==> src/rtl/fetch_unit.sv <==
// Instruction fetch: issues PCs to memory port A, queues the instr/pc pairs it returns, hands them to decode.
// Issue-to-ifValid is 2 cycles; credit-limited issue stops when queue+inflight would exceed QDEPTH.

module fetch_fifo #(
    parameter int WIDTH = 64,
    parameter int DEPTH = 2
) (
    input  logic                     clk,
    input  logic                     reset,
    input  logic                     flush,
    input  logic                     wrVld,
    input  logic [WIDTH-1:0]         wrDat,
    input  logic                     rdRdy,
    output logic                     rdVld,
    output logic [WIDTH-1:0]         rdDat,
    output logic [$clog2(DEPTH):0]   count
);
    localparam int PW = $clog2(DEPTH);

    logic [WIDTH-1:0] store [DEPTH];
    logic [PW-1:0]    wrPtr;
    logic [PW-1:0]    rdPtr;
    logic             doPop;

    assign rdVld = (count != '0);
    assign rdDat = store[rdPtr];
    assign doPop = rdVld & rdRdy;

    always_ff @(posedge clk or negedge reset) begin
        if (!reset) begin
            wrPtr <= '0;
            rdPtr <= '0;
            count <= '0;
            for (int i = 0; i < DEPTH; i++) begin
                store[i] <= '0;
            end
        end else if (flush) begin
            wrPtr <= '0;
            rdPtr <= '0;
            count <= '0;
        end else begin
            if (wrVld) begin
                store[wrPtr] <= wrDat;
                wrPtr        <= wrPtr + PW'(1);
            end
            if (doPop) begin
                rdPtr <= rdPtr + PW'(1);
            end
            count <= count + (PW+1)'(wrVld) - (PW+1)'(doPop);
        end
    end
endmodule

module fetch_unit #(
    parameter logic [31:0] RESET_PC = 32'h0000_0000,
    parameter int          QDEPTH   = 2
) (
    input  logic        clk,
    input  logic        reset,
    input  logic        redirect,
    input  logic [31:0] redirectPc,
    output logic [31:0] memPcOut,
    output logic        memEn,
    input  logic [31:0] memInstr,
    input  logic [31:0] memPc,
    input  logic        memNotReady,
    output logic        ifValid,
    output logic [31:0] ifInstr,
    output logic [31:0] ifPc,
    input  logic        idReady
);
    localparam int CW = $clog2(QDEPTH) + 1;

    typedef struct packed {
        logic [31:0] instr;
        logic [31:0] pc;
    } fetchEnt_t;

    logic [31:0]   fetchPc;
    logic          inflight;
    logic [31:0]   inflightPc;
    logic [CW-1:0] qCount;
    logic [CW:0]   credit;
    logic          pop;
    logic          push;
    logic          replay;
    fetchEnt_t     pushEnt;
    fetchEnt_t     headEnt;

    assign memPcOut = fetchPc;
    assign pop      = ifValid & idReady;
    assign replay   = inflight & memNotReady;
    assign push     = inflight & ~memNotReady & ~redirect;
    assign pushEnt  = '{instr: memInstr, pc: inflightPc};

    // Occupancy after this cycle's pop, counting the response still on its way back.
    assign credit = {1'b0, qCount} + (CW+1)'(inflight) - (CW+1)'(pop);
    assign memEn  = reset & ~redirect & ~replay & (credit < (CW+1)'(QDEPTH));

    always_ff @(posedge clk or negedge reset) begin
        if (!reset) begin
            fetchPc    <= RESET_PC;
            inflight   <= 1'b0;
            inflightPc <= '0;
        end else if (redirect) begin
            fetchPc  <= redirectPc & ~32'd3;
            inflight <= 1'b0;
        end else begin
            inflight <= memEn;
            if (memEn) begin
                inflightPc <= fetchPc;
            end
            // A rejected response rewinds to its own PC; any same-cycle issue was already suppressed.
            if (replay) begin
                fetchPc <= inflightPc;
            end else if (memEn) begin
                fetchPc <= fetchPc + 32'd4;
            end
        end
    end

    fetch_fifo #(
        .WIDTH ($bits(fetchEnt_t)),
        .DEPTH (QDEPTH)
    ) u_queue (
        .clk   (clk),
        .reset (reset),
        .flush (redirect),
        .wrVld (push),
        .wrDat (pushEnt),
        .rdRdy (idReady),
        .rdVld (ifValid),
        .rdDat (headEnt),
        .count (qCount)
    );

    assign ifInstr = headEnt.instr;
    assign ifPc    = headEnt.pc;

    memPcEcho: assert property (@(posedge clk) disable iff (!reset)
        (inflight && !memNotReady) |-> (memPc == inflightPc));
endmodule

==> config.mk <==
export PLATFORM = sky130hd
export DESIGN_NAME = fetch_unit
export DESIGN_NICKNAME = d
export VERILOG_FILES = /design/src/rtl/fetch_unit.sv
export SDC_FILE = /design/constraint.sdc
export NUM_CORES = 1
export LEC_CHECK = 0
export BUFFER_PORTS_ARGS = -buffer_cell sky130_fd_sc_hd__buf_4
export CAP_MARGIN = 5
export CORE_ASPECT_RATIO = 1.1
export CORE_UTILIZATION = 55
export CTS_CLUSTER_SIZE = 10
export DETAILED_ROUTE_END_ITERATION = 12
export GPL_TIMING_DRIVEN = 1
export PLACE_DENSITY = 0.8
export SYNTH_ARGS = -nofsm -noshare
export SYNTH_HDL_FRONTEND = slang
export SYNTH_SLANG_ARGS = --single-unit
==> constraint.sdc <==
create_clock -name clk -period 3.47 [get_ports clk]
set_input_delay 0.347 -clock clk [delete_from_list [all_inputs] [get_ports clk]]
set_output_delay 0.347 -clock clk [all_outputs]
set_load 0.03 [all_outputs]
==> summary.md <==
| Metric | Value |
|---|---|
| Die X | `126 um` |
| CP delay by family, top | `adder cells` |
| Post-synth ARST share | `1.00` |
| GP Congestion | `0.853` |
| Cell at the slowest stage of the critical path | `dfrtp_1` |
| Placed Cells | `1,089` |
| Met2 Use GR | `0.411` |
| Yosys top cell area share | `0.528` |
| Ys Warns | `0` |
| Setup repair bufs after CTS | `0` |
| Post-DP HPWL | `14,100 um` |
| Initial drt markers | `378` |
| Clk sinks | `197` |
| Layout Nets | `1,011` |
| Worst Hold Class | `in -> reg` |
| CTS tree | `yes` |
| DR DRC count | `0` |
| Commonest non-fill, non-tap cell in the layout | `mux2_2` |
| Final hold slack | `0.149 ns` |
| Setup-failing EPs final | `0` |
| Initial Util | `0.566` |
| Most frequent cells in the layout | `224 x mux2_2, 196 x dfrtp_1, 178 x buf_4` |
| Worst-Skew Late Latency | `0.44 ns` |
| Setup_tns | `0 ns` |
| Diode count | `0` |
| Switching Fraction | `0.386` |
| CP endpoint kind | `output pin` |
| Total core area | `16,500 um^2` |
| DIE AREA | `17,500 um^2` |
| Fin crit period | `3.28 ns` |
| Max Cap Viol | `0` |
| Critical path class | `reg -> out` |
| Comb pwr share | `0.434` |
| FP Rows | `49` |
| Sequential power share | `0.369` |
| Synth top area cells | `dfrtp_1 53%, mux2_2 27%, a21oi_1 2.2%, nand2_1 1.8%, o21ai_0 1.7%` |
| CP max FO | `11` |
| Status | `completed` |
| R2r setup slk | `0.37 ns` |
| Synth Area per Inst | `12.5 um^2` |
| Max-slew violation count | `0` |
| Net Switching | `0.00389 W` |
| Cell Int Power | `0.00620 W` |
| GR Overflow Total | `0` |
| Via Count | `6,616` |
| Synth Flop Type | `dfrtp_1` |
| Crit-path cells | `inv_1, nand2_1, and2_1, ha_1, inv_1, nand2_1, fa_1, xnor2_1, nand3_2, nor2_4, buf_4, buf_4` |
| Htree depth | `4` |
| Maximum vdd ir drop | `0.000437 V` |
| Global Route Usage Sum | `0.254` |
| Max Fclk | `304 MHz` |
| Slew @ Worst Pin | `0.889 ns` |
| Synthesized Nets | `853` |
| Largest net degree at the start of global routing | `72` |
| Clk slew on worst S/H paths | `0.07 ns` |
| WP data arrival | `2.94 ns` |
| Synthesized area | `9340 um^2` |
| Slowest cell delay on critical path | `0.42 ns` |
| CP Launch Type | `flop` |
| Post-Synthesis Cells | `747` |
| Vias in the first global route | `6,845` |
| Crit share post-route | `0.947` |
| Power Dens Cells | `886 nW/um^2` |
| I/O Buffers | `164` |
| Clk buf depth | `2` |
| I/O Pins | `199` |
| DRT antenna net count | `0` |
| Busiest grt layer | `met2` |
| Utilization after layout | `0.690` |
| Buf+Inv Stages, Crit Path | `4` |
| Non-Filler Instances | `1,122` |
| Initial antenna violation count | `0` |
| Yosys top cell by area | `dfrtp_1` |
| Total length of routed wires | `21,200 um` |
| Share of layout cells above drive strength 1 | `0.492` |
| M1 GR Usage | `0.332` |
| Post-synthesis sequential area ratio | `0.528` |
| Syn-to-layout area delta | `21.9%` |
| Rel. slew slack | `0.407` |
| Synth cell types | `53` |
| Clock network fraction of total power | `0.197` |
| Critical Path RT | `3.12 ns` |
| GR Layer Usage met3 | `0.0652` |
| Vias per std cell | `5.90` |
| CTS Buf Count | `17` |
| Chip height | `139 um` |
| Root Driver | `clkbuf_16` |
| Post-synth EDFFs | `0` |
| P_leak | `5.37 nW` |
| DR pass1 iterations | `5` |
| First-pass GRT wire length | `34,900 um` |
| Number of synthesized register bits | `197` |
| Avg WL per Cell | `18.9 um` |
| Fin. Hold Viols | `0` |
| Tot Pwr | `0.0101 W` |
| Clk_skew | `0.00635 ns` |
## routing by layer
layer / up-vias / share of wire
li1: 3030 / -
met4: 0 / 0.023
met5: - / 0
met2: 232 / 0.48
met1: 3313 / 0.44
met3: 41 / 0.065
## final timing paths
check,start,end,cells past startpoint
hold reg to reg,u_queue.store[94],u_queue.store[94],1
setup / recovery,u_queue.count[1],memEn,12
setup reg to reg,u_queue.count[1],memPcOut[24],13
min in group asynchronous,reset,u_queue.store[126],2
hold / removal,memInstr[9],u_queue.store[105],2
max in group asynchronous,reset,memPcOut[5],3
## sequential cells by signal, indices dropped and copies added, names as in the netlist
name and flops:
memPcOut 32, u_queue.rdPtr 1, u_queue.store 128, u_queue.count 2
inflightPc 32, inflight 1, u_queue.wrPtr 1
## metrics by stage
step,cell area [um^2],setup slack [ns]
after floorplan,9340,0.429
after global placement,10800,0.550
after detailed placement,10800,0.440
after CTS,11400,0.174
after global routing,11400,-0.00359
final,11400,0.185
## layout make-up
type	count	area [um^2]
fill	1237	5110
clock buffer	19	443
tap	204	255
clock inverter	13	149
inverter	9	33.8
timing repair buffer	182	1400
multi-input combinational	498	4170
sequential	197	4930
## synth_stat cells, types with 8 or more instances
library cell and count:
a21oi_1 41, a22oi_1 14, and3_1 8, buf_2 14, buf_4 12, clkbuf_1 13
dfrtp_1 197, inv_1 9, mux2_2 224, nand2_1 45, nand3_1 12, nand4_1 9
nor2_1 19, nor2b_1 15, o21ai_0 32
## power groups by stage
| stage | logic (W) | clock network (W) | registers, W |
|---|---|---|---|
| 2_1_floorplan | 0.00288 | 0 | 0.00371 |
| 3_3_place_gp | 0.00430 | 0 | 0.00370 |
| 3_5_place_dp | 0.00436 | 0 | 0.00375 |
| 4_1_cts | 0.00440 | 0.00202 | 0.00372 |
| 5_1_grt | 0.00466 | 0.00211 | 0.00383 |
| 6_report | 0.00438 | 0.00199 | 0.00372 |
## cells by family (layout without fill, tap and decap cells)
| group | Yosys count | in the layout | synth area share |
|---|---|---|---|
| mux | 226 | 226 | 0.272 |
| flops | 197 | 197 | 0.528 |
| simple gates | 142 | 142 | 0.0810 |
| compound gates | 118 | 118 | 0.0773 |
| buf+inv | 52 | 223 | 0.0276 |
| xor+xnor | 7 | 7 | 0.00656 |
| fa+ha+maj | 5 | 5 | 0.00750 |
## timing repair
| action | CTS | global route |
|---|---|---|
| gates resized for setup | 0 | 1 |
| hold buffers | 1 | 0 |
| setup endpoints to repair | 0 | 1 |
| endpoints found under the hold margin | 57 | 0 |
## worst register-to-register path: cells and delay by family (launching register included)
| kind | cells | cell delay, ns |
|---|---|---|
| AOI/OAI and AO/OA | 1 | 0.18 |
| xor gates and xnor gates | 1 | 0.24 |
| adders and majority gates | 2 | 0.65 |
| buffers and inverters | 3 | 0.44 |
| DFF | 1 | 0.42 |
| and+or+nand+nor | 6 | 1.10 |
No activity file was read; power rests on OpenSTA's default activity.
